==> src/rtl/compression_dispatch_scheduler_pkg.sv <==
// Shared types, default sizing and width helpers for the compression
// dispatch scheduler and its credit counter.
package compress_sched_pkg;

    localparam int DEF_NUM_STREAM_ELEMENTS    = 4;
    localparam int DEF_MAX_UNCOMPRESSED_BYTES = 34;
    localparam int DEF_MAX_COMPRESSED_BYTES   = 34;
    localparam int DEF_FIFO_CAPACITY_BYTES    = 128;
    localparam int DEF_POP_BYTES_MAX          = 8;

    // Bits needed to hold a byte count from 0 up to max_bytes inclusive.
    function automatic int cnt_w(input int max_bytes);
        return $clog2(max_bytes + 1);
    endfunction

    // Pointer width; a single element still needs one select bit.
    function automatic int idx_w(input int num_elems);
        return (num_elems > 1) ? $clog2(num_elems) : 1;
    endfunction

    // Credit width; the counter must be able to hold the full capacity.
    function automatic int cr_w(input int capacity);
        return $clog2(capacity + 1);
    endfunction

    typedef enum logic [1:0] {
        IDLE,
        WAIT_CREDIT,
        ISSUE,
        WAIT_DONE
    } sched_state_t;

    localparam int DEF_CNT_W = cnt_w(DEF_MAX_UNCOMPRESSED_BYTES);

    // Byte count presented by one stream element at default sizing.
    typedef logic [DEF_CNT_W-1:0] byte_cnt_t;

endpackage

==> src/rtl/compression_dispatch_scheduler_if.sv <==
// Bundle of stream-element, engine and return-FIFO signals seen by the
// dispatch scheduler. master = scheduler side, slave = environment side.
interface compression_dispatch_scheduler_if
    import compress_sched_pkg::*;
#(
    parameter int NUM_STREAM_ELEMENTS    = DEF_NUM_STREAM_ELEMENTS,
    parameter int MAX_UNCOMPRESSED_BYTES = DEF_MAX_UNCOMPRESSED_BYTES,
    parameter int FIFO_CAPACITY_BYTES    = DEF_FIFO_CAPACITY_BYTES,
    parameter int POP_BYTES_MAX          = DEF_POP_BYTES_MAX
);

    localparam int CNT_W = cnt_w(MAX_UNCOMPRESSED_BYTES);
    localparam int IDX_W = idx_w(NUM_STREAM_ELEMENTS);
    localparam int CR_W  = cr_w(FIFO_CAPACITY_BYTES);
    localparam int POP_W = cnt_w(POP_BYTES_MAX);

    // Stream elements
    logic [NUM_STREAM_ELEMENTS-1:0][CNT_W-1:0] use_byte_count;
    logic [NUM_STREAM_ELEMENTS-1:0]            use_last;
    logic [NUM_STREAM_ELEMENTS-1:0]            use_taken;
    logic [IDX_W-1:0]                          use_sel;

    // Compression engine
    logic                                      eng_start;
    logic                                      eng_busy;
    logic                                      eng_done;
    logic [CNT_W-1:0]                          eng_byte_count;

    // Return FIFO
    logic                                      fifo_pop;
    logic [POP_W-1:0]                          fifo_pop_bytes;

    // Status
    logic [CR_W-1:0]                           credit;
    logic                                      end_of_stream;
    logic                                      error;

    modport master (
        input  use_byte_count, use_last, eng_busy, eng_done, eng_byte_count,
               fifo_pop, fifo_pop_bytes,
        output use_taken, use_sel, eng_start, credit, end_of_stream, error
    );

    modport slave (
        output use_byte_count, use_last, eng_busy, eng_done, eng_byte_count,
               fifo_pop, fifo_pop_bytes,
        input  use_taken, use_sel, eng_start, credit, end_of_stream, error
    );

endinterface

==> src/rtl/compression_dispatch_scheduler_fifo_credit_counter.sv <==
// Byte credit counter for the return FIFO: applies reserve, refund and pop
// in one cycle and saturates the result into [0, capacity].
module fifo_credit_counter
    import compress_sched_pkg::*;
#(
    parameter int FIFO_CAPACITY_BYTES = DEF_FIFO_CAPACITY_BYTES,
    parameter int CR_W                = cr_w(DEF_FIFO_CAPACITY_BYTES)
) (
    input  logic            clk,
    input  logic            rst_n,
    input  logic [CR_W-1:0] reserve,
    input  logic [CR_W-1:0] refund,
    input  logic [CR_W-1:0] pop_amount,
    output logic [CR_W-1:0] credit,
    output logic            overflow
);

    // One extra magnitude bit for the sum plus a sign bit for the subtract.
    localparam int SUM_W = CR_W + 2;
    localparam logic signed [SUM_W-1:0] CAP_S = SUM_W'(FIFO_CAPACITY_BYTES);
    localparam logic [CR_W-1:0]         CAP   = CR_W'(FIFO_CAPACITY_BYTES);

    logic signed [SUM_W-1:0] sum;

    function automatic logic [CR_W-1:0] sat_credit(input logic signed [SUM_W-1:0] v);
        if (v > CAP_S) begin
            return CAP;
        end else if (v < 0) begin
            return '0;
        end else begin
            return v[CR_W-1:0];
        end
    endfunction

    function automatic logic out_of_range(input logic signed [SUM_W-1:0] v);
        return (v > CAP_S) || (v < 0);
    endfunction

    // Next-credit arithmetic and range flag for this cycle.
    always_comb begin
        sum      = $signed({2'b00, credit}) - $signed({2'b00, reserve})
                 + $signed({2'b00, refund}) + $signed({2'b00, pop_amount});
        overflow = out_of_range(sum);
    end

    // Credit register, full capacity after reset.
    always_ff @(posedge clk or negedge rst_n) begin
        if (!rst_n) begin
            credit <= CAP;
        end else begin
            credit <= sat_credit(sum);
        end
    end

endmodule

==> src/rtl/compression_dispatch_scheduler.sv <==
// Round-robin dispatcher feeding stream elements into the shared compression
// engine, one block in flight, gated by return-FIFO byte credit.
module compression_dispatch_scheduler
    import compress_sched_pkg::*;
#(
    parameter int NUM_STREAM_ELEMENTS    = DEF_NUM_STREAM_ELEMENTS,
    parameter int MAX_UNCOMPRESSED_BYTES = DEF_MAX_UNCOMPRESSED_BYTES,
    parameter int MAX_COMPRESSED_BYTES   = DEF_MAX_COMPRESSED_BYTES,
    parameter int FIFO_CAPACITY_BYTES    = DEF_FIFO_CAPACITY_BYTES,
    parameter int POP_BYTES_MAX          = DEF_POP_BYTES_MAX
) (
    input  logic                               dataIn_clk,
    input  logic                               dataIn_aresetn,
    compression_dispatch_scheduler_if.master   bus
);

    localparam int CNT_W = cnt_w(MAX_UNCOMPRESSED_BYTES);
    localparam int IDX_W = idx_w(NUM_STREAM_ELEMENTS);
    localparam int CR_W  = cr_w(FIFO_CAPACITY_BYTES);
    localparam int POP_W = cnt_w(POP_BYTES_MAX);

    localparam logic [CR_W-1:0]  RESERVE_AMT = CR_W'(MAX_COMPRESSED_BYTES);
    localparam logic [IDX_W-1:0] LAST_IDX    = IDX_W'(NUM_STREAM_ELEMENTS - 1);

    sched_state_t                   state;
    logic [IDX_W-1:0]               ptr;
    logic [IDX_W-1:0]               sel;
    logic [NUM_STREAM_ELEMENTS-1:0] taken;
    logic                           start;
    logic                           eos;
    logic                           err;
    logic                           last_pending;

    logic [CR_W-1:0]                credit;
    logic                           credit_ovf;

    logic [CNT_W-1:0]               done_bytes;
    logic [POP_W-1:0]               pop_bytes;
    logic                           elem_ready;
    logic                           can_issue;
    logic                           done_valid;
    logic                           done_bad;
    logic                           done_spurious;
    logic [CR_W-1:0]                reserve_amt;
    logic [CR_W-1:0]                refund_amt;
    logic [CR_W-1:0]                pop_amt;

    assign done_bytes = bus.eng_byte_count;
    assign pop_bytes  = bus.fifo_pop_bytes;

    // Issue qualification and the three credit terms for this cycle.
    always_comb begin
        elem_ready    = (bus.use_byte_count[ptr] != '0);
        can_issue     = (credit >= RESERVE_AMT) && !bus.eng_busy;
        done_valid    = (state == WAIT_DONE) && bus.eng_done;
        done_bad      = done_valid && (int'(done_bytes) > MAX_COMPRESSED_BYTES);
        done_spurious = bus.eng_done && (state != WAIT_DONE);

        reserve_amt = (state == ISSUE) ? RESERVE_AMT : '0;
        refund_amt  = '0;
        if (done_valid && !done_bad) begin
            // Give back the part of the worst-case reservation the block did not use.
            refund_amt = CR_W'(MAX_COMPRESSED_BYTES - int'(done_bytes));
        end
        pop_amt = bus.fifo_pop ? CR_W'(pop_bytes) : '0;
    end

    fifo_credit_counter #(
        .FIFO_CAPACITY_BYTES (FIFO_CAPACITY_BYTES),
        .CR_W                (CR_W)
    ) u_credit (
        .clk        (dataIn_clk),
        .rst_n      (dataIn_aresetn),
        .reserve    (reserve_amt),
        .refund     (refund_amt),
        .pop_amount (pop_amt),
        .credit     (credit),
        .overflow   (credit_ovf)
    );

    // Dispatch FSM with registered grant, start, end-of-stream and error outputs.
    always_ff @(posedge dataIn_clk or negedge dataIn_aresetn) begin
        if (!dataIn_aresetn) begin
            state        <= IDLE;
            ptr          <= '0;
            sel          <= '0;
            taken        <= '0;
            start        <= 1'b0;
            eos          <= 1'b0;
            err          <= 1'b0;
            last_pending <= 1'b0;
        end else begin
            taken <= '0;
            start <= 1'b0;
            eos   <= 1'b0;
            if (credit_ovf || done_bad || done_spurious) begin
                err <= 1'b1;
            end
            case (state)
                IDLE: begin
                    // The pointer waits on an empty element to keep stream order.
                    if (elem_ready) begin
                        state <= can_issue ? ISSUE : WAIT_CREDIT;
                    end
                end
                WAIT_CREDIT: begin
                    if (can_issue) begin
                        state <= ISSUE;
                    end
                end
                ISSUE: begin
                    taken        <= NUM_STREAM_ELEMENTS'(1) << ptr;
                    start        <= 1'b1;
                    last_pending <= bus.use_last[ptr];
                    ptr          <= (ptr == LAST_IDX) ? '0 : ptr + 1'b1;
                    state        <= WAIT_DONE;
                end
                WAIT_DONE: begin
                    if (bus.eng_done) begin
                        if (last_pending) begin
                            eos          <= 1'b1;
                            last_pending <= 1'b0;
                        end
                        // The engine mux follows the pointer only once the block is finished.
                        sel   <= ptr;
                        state <= IDLE;
                    end
                end
                default: state <= IDLE;
            endcase
        end
    end

    assign bus.use_taken     = taken;
    assign bus.use_sel       = sel;
    assign bus.eng_start     = start;
    assign bus.credit        = credit;
    assign bus.end_of_stream = eos;
    assign bus.error         = err;

endmodule
==> src/flat_wrapper.sv <==
// flat-port wrapper written by rule: the top's interface ports become plain ports
module compression_dispatch_scheduler_flat import compress_sched_pkg::*;
#(
    parameter int NUM_STREAM_ELEMENTS    = DEF_NUM_STREAM_ELEMENTS,
    parameter int MAX_UNCOMPRESSED_BYTES = DEF_MAX_UNCOMPRESSED_BYTES,
    parameter int MAX_COMPRESSED_BYTES   = DEF_MAX_COMPRESSED_BYTES,
    parameter int FIFO_CAPACITY_BYTES    = DEF_FIFO_CAPACITY_BYTES,
    parameter int POP_BYTES_MAX          = DEF_POP_BYTES_MAX
)
  (dataIn_clk, dataIn_aresetn, bus_use_byte_count, bus_use_last, bus_eng_busy, bus_eng_done, bus_eng_byte_count, bus_fifo_pop, bus_fifo_pop_bytes, bus_use_taken, bus_use_sel, bus_eng_start, bus_credit, bus_end_of_stream, bus_error);
  compression_dispatch_scheduler_if #(.NUM_STREAM_ELEMENTS(NUM_STREAM_ELEMENTS), .MAX_UNCOMPRESSED_BYTES(MAX_UNCOMPRESSED_BYTES), .FIFO_CAPACITY_BYTES(FIFO_CAPACITY_BYTES), .POP_BYTES_MAX(POP_BYTES_MAX)) bus_i ();
  input  logic dataIn_clk;
  input  logic dataIn_aresetn;
  input wire logic [$bits(bus_i.use_byte_count)-1:0] bus_use_byte_count;
  input wire logic [$bits(bus_i.use_last)-1:0] bus_use_last;
  input wire logic [$bits(bus_i.eng_busy)-1:0] bus_eng_busy;
  input wire logic [$bits(bus_i.eng_done)-1:0] bus_eng_done;
  input wire logic [$bits(bus_i.eng_byte_count)-1:0] bus_eng_byte_count;
  input wire logic [$bits(bus_i.fifo_pop)-1:0] bus_fifo_pop;
  input wire logic [$bits(bus_i.fifo_pop_bytes)-1:0] bus_fifo_pop_bytes;
  output wire logic [$bits(bus_i.use_taken)-1:0] bus_use_taken;
  output wire logic [$bits(bus_i.use_sel)-1:0] bus_use_sel;
  output wire logic [$bits(bus_i.eng_start)-1:0] bus_eng_start;
  output wire logic [$bits(bus_i.credit)-1:0] bus_credit;
  output wire logic [$bits(bus_i.end_of_stream)-1:0] bus_end_of_stream;
  output wire logic [$bits(bus_i.error)-1:0] bus_error;
  assign bus_i.use_byte_count = bus_use_byte_count;
  assign bus_i.use_last = bus_use_last;
  assign bus_i.eng_busy = bus_eng_busy;
  assign bus_i.eng_done = bus_eng_done;
  assign bus_i.eng_byte_count = bus_eng_byte_count;
  assign bus_i.fifo_pop = bus_fifo_pop;
  assign bus_i.fifo_pop_bytes = bus_fifo_pop_bytes;
  assign bus_use_taken = bus_i.use_taken;
  assign bus_use_sel = bus_i.use_sel;
  assign bus_eng_start = bus_i.eng_start;
  assign bus_credit = bus_i.credit;
  assign bus_end_of_stream = bus_i.end_of_stream;
  assign bus_error = bus_i.error;
  compression_dispatch_scheduler #(.NUM_STREAM_ELEMENTS(NUM_STREAM_ELEMENTS), .MAX_UNCOMPRESSED_BYTES(MAX_UNCOMPRESSED_BYTES), .MAX_COMPRESSED_BYTES(MAX_COMPRESSED_BYTES), .FIFO_CAPACITY_BYTES(FIFO_CAPACITY_BYTES), .POP_BYTES_MAX(POP_BYTES_MAX)) u_core (.dataIn_clk(dataIn_clk), .dataIn_aresetn(dataIn_aresetn), .bus(bus_i));
endmodule
==> config.mk <==
export PLATFORM = sky130hd
export DESIGN_NAME = compression_dispatch_scheduler_flat
export DESIGN_NICKNAME = d
export VERILOG_FILES = /design/src/rtl/compression_dispatch_scheduler_pkg.sv /design/src/rtl/compression_dispatch_scheduler_if.sv /design/src/rtl/compression_dispatch_scheduler_fifo_credit_counter.sv /design/src/rtl/compression_dispatch_scheduler.sv /design/src/flat_wrapper.sv
export SDC_FILE = /design/constraint.sdc
export NUM_CORES = 1
export LEC_CHECK = 0
export ABC_AREA = 1
export CORE_MARGIN = 5
export CORE_UTILIZATION = 65
export CTS_BUF_LIST = sky130_fd_sc_hd__clkbuf_8
export CTS_CLUSTER_DIAMETER = 30
export DETAILED_ROUTE_END_ITERATION = 7
export DONT_BUFFER_PORTS = 1
export GPL_ROUTABILITY_DRIVEN = 0
export GPL_TIMING_DRIVEN = 0
export PLACE_DENSITY = 0.78
export SYNTH_ARGS = -nofsm -noshare
export SYNTH_HDL_FRONTEND = slang
export SYNTH_SLANG_ARGS = --single-unit
export TNS_END_PERCENT = 5
==> constraint.sdc <==
create_clock -name dataIn_clk -period 8.7 [get_ports dataIn_clk]
set_clock_uncertainty 0.05 [all_clocks]
set_input_delay 1.305 -clock dataIn_clk [delete_from_list [all_inputs] [get_ports dataIn_clk]]
set_output_delay 1.305 -clock dataIn_clk [all_outputs]
set_load 0.005 [all_outputs]
==> results.sh <==
export IMPL_status="complete, no violations"
export IMPL_wl_um=4180
export IMPL_setup_slack_ns=4.50
export IMPL_power_leakage_nw=1.31
export IMPL_dieHeight_um=66.8
export IMPL_port_buffers=0
export IMPL_grt_pass1_vias=1696
export IMPL_clock_path_buffers=2
export IMPL_crit_type="in -> reg"
export IMPL_yosysWarnings=0
export IMPL_dp_cells=348
export IMPL_clkPwrFrac_pct=12.6
export IMPL_finalSetupViolCount=0
export IMPL_fin_nets=381
export IMPL_pwr_share_comb_pct=65.7
export IMPL_critPathBufInv=3
export IMPL_hold_viol=0
export IMPL_antenna_found_initial=0
export IMPL_powerDensity_nw_per_um2=337
export IMPL_required_ns=8.81
export IMPL_cap_violations=0
export IMPL_power_net_switching_mw=0.371
export IMPL_synthArstFlopShare_pct=100
export IMPL_rsz0062_at_grt="false"
export IMPL_wl_per_cell_um=11.9
export IMPL_initial_utilization_pct=68.0
export IMPL_critPathLaunchType="input port"
export IMPL_cts_buffers_inserted=3
export IMPL_clock_latency_ns=0.26
export IMPL_crit_path_frequent_cell="nand2_1"
export IMPL_h_tree_depth=1
export IMPL_switching_share_pct=49.6
export IMPL_internal_power_mw=0.377
export IMPL_syn_num_nets=376
export IMPL_grt_max_degree=23
export IMPL_root_buffer="clkbuf_8"
export IMPL_hp_class="reg -> reg"
export IMPL_p_seq_share_pct=21.7
export IMPL_final_cells=352
export IMPL_postCtsHoldBufs=0
export IMPL_crit_slowest_cell="fa_1"
export IMPL_num_vias=1777
export IMPL_utilization_pct=72.1
export IMPL_drc=0
export IMPL_end_kind="register"
export IMPL_ys_seq_elements=22
export IMPL_min_period_ns=4.20
export IMPL_die_x_um=66.8
export IMPL_grt_use_total_pct=21.6
export IMPL_syn_to_final_growth_pct=6.04
export IMPL_cts_resized_gates=0
export IMPL_ys_top_cells_by_count="82 x nand2_1, 61 x inv_1, 25 x nor2_1"
export IMPL_drive_gt1_share_pct=10.4
export IMPL_worst_path_max_fanout=6
export IMPL_num_rows=20
export IMPL_io_pins=60
export IMPL_cp_top_family="simple AND/OR/NAND/NOR gates"
export IMPL_slew_headroom_pct=73.3
export IMPL_synth_edf_count=0
export IMPL_netlist_instances=304
export IMPL_crit_arrival_ns=4.31
export IMPL_first_pass_iters=4
export IMPL_fmax_mhz=238
export IMPL_synth_most_common_cell="nand2_1"
export IMPL_critPathMaxStageDelay_ns=0.43
export IMPL_synth_seq_area_share_pct=26.4
export IMPL_maxSlewViolCount=0
export IMPL_place_ws_ns=4.27
export IMPL_overflow=0
export IMPL_postSynthAreaPerCell_um2=6.89
export IMPL_grt_pass1_wl_um=7410
export IMPL_post_route_period_util_pct=48.3
export IMPL_drtIter0Drc=89
export IMPL_post_cts_buffers=0
export IMPL_path_cells="a21oi_1 > nand3_1 > nand2_1 > nand2_1 > or2_2 > fa_1 > inv_1 > ha_1 > inv_1 > fa_1 > inv_1 > nand3_1 > nand2_1 > nand3_1 > nand2_1 > nand2_1 > nand2_2 > nand2_2 > nand2_4 > nor2_2"
export IMPL_setup_tns_ns=0
export IMPL_dieArea_um2=4460
export IMPL_ir_drop_mv=0.192
export IMPL_tightest_slew_ns=0.397
export IMPL_clkTransAtPathRegs_ns=0.08
export IMPL_hpwlAfterDp_um=3530
export IMPL_core_area_um2=3080
export IMPL_synth_top_cells_by_area="dfrtp_1 25%, nand2_1 15%, ha_1 14%"
export IMPL_synth_top_area_share_pct=25.1
export IMPL_cts_tree="done"
export IMPL_netlist_top_cell_by_area="dfrtp_1"
export IMPL_ys_types=27
export IMPL_syn_area_um2=2090
export IMPL_ys_flop_type="dfrtp_1"
export IMPL_viasPerCell=5.05
export IMPL_antenna_cells=0
export IMPL_ant_nets=0
export IMPL_clkSinkCount=22
-- flip-flops by register name (all words and copies together), names as in the netlist --
register / count
u_core.bus.end_of_stream: 1
u_core.state: 2
u_core.bus.error: 1
u_core.last_pending: 1
u_core.ptr: 2
u_core.bus.use_sel: 2
u_core.u_credit.credit: 8
u_core.bus.eng_start: 1
u_core.bus.use_taken: 4
-- kinds of logic (layout without fill, tap and decap cells) --
| family | count (synthesis) | count (layout) | synth area share, % |
|---|---|---|---|
| DFF | 22 | 22 | 26.4 |
| AOI/OAI and AO/OA | 21 | 21 | 5.68 |
| and+or+nand+nor | 159 | 159 | 34.5 |
| adders and majority gates | 29 | 29 | 19.1 |
| buffers and inverters | 68 | 72 | 12.3 |
| xor gates and xnor gates | 5 | 5 | 2.09 |
-- cells in the final DEF, fill, tap and decap left out --
cell type	count
nand2_1	82
inv_1	61
nor2_1	25
ha_1	24
nand3_1	22
dfrtp_1	21
o21ai_0	9
a21oi_1	8
nor2_2	7
nand4_1	6
inv_2	5
nand2_2	5
fa_1	5
nor3_1	4
xor2_1	3
a21oi_2	3
clkbuf_8	3
or2_2	2
xnor2_1	2
nand2_4	2
a21o_1	1
clkbuf_1	1
nor4_1	1
buf_2	1
nand3_2	1
nor2_8	1
or2_1	1
bufinv_16	1
dfstp_2	1
-- metal layers --
layer / up-vias / track usage (%) / wire length (µm)
met1: 797 / 30.1 / 1930
met2: 39 / 32.9 / 1910
li1: 939 / - / -
met5: - / 0 / 0
met4: 0 / 2.54 / 7
met3: 2 / 7.76 / 325
-- final timing paths --
kind / startpoint / endpoint / slack (ns) / cells past startpoint
hold / removal: u_core.last_pending / u_core.bus.end_of_stream / 0.47 / 2
max in group asynchronous: dataIn_aresetn / u_core.u_credit.credit[7] / 7.75 / 0
setup reg to reg: u_core.state[0] / u_core.u_credit.credit[5] / 5.08 / 20
setup / recovery: bus_eng_byte_count[0] / u_core.u_credit.credit[5] / 4.50 / 20
min in group asynchronous: dataIn_aresetn / u_core.state[1] / 0.68 / 0
hold reg to reg: u_core.last_pending / u_core.bus.end_of_stream / 0.47 / 2
-- power by group through the flow --
stage	combinational, mW	clock [mW]	sequential [mW]
final	0.491	0.0946	0.162
after global routing	0.572	0.102	0.168
after CTS	0.495	0.0966	0.163
after detailed placement	0.491	0	0.165
after global placement	0.483	0	0.164
after floorplan	0.409	0	0.157
-- final cells by class --
type	count	area (µm²)
multi-input combinational	214	1280
sequential	22	552
clock inverter	1	30.0
buffer	2	8.76
tap	44	55.1
inverter	66	248
clock buffer	3	41.3
fill	286	858
-- through the flow --
step	power [mW]	area, µm²	hold slack [ns]
2_1_floorplan	0.566	2090	0.407
6_report	0.748	2220	0.469
3_3_place_gp	0.646	2150	0.446
3_5_place_dp	0.655	2150	0.451
5_1_grt	0.841	2220	0.502
4_1_cts	0.755	2220	0.473
-- worst min-delay path: stages (launching register included) --
cell     delay (ns)
dfrtp_1        0.33
inv_1          0.05
nor2_1         0.10
No activity file was read; power rests on OpenSTA's default activity.
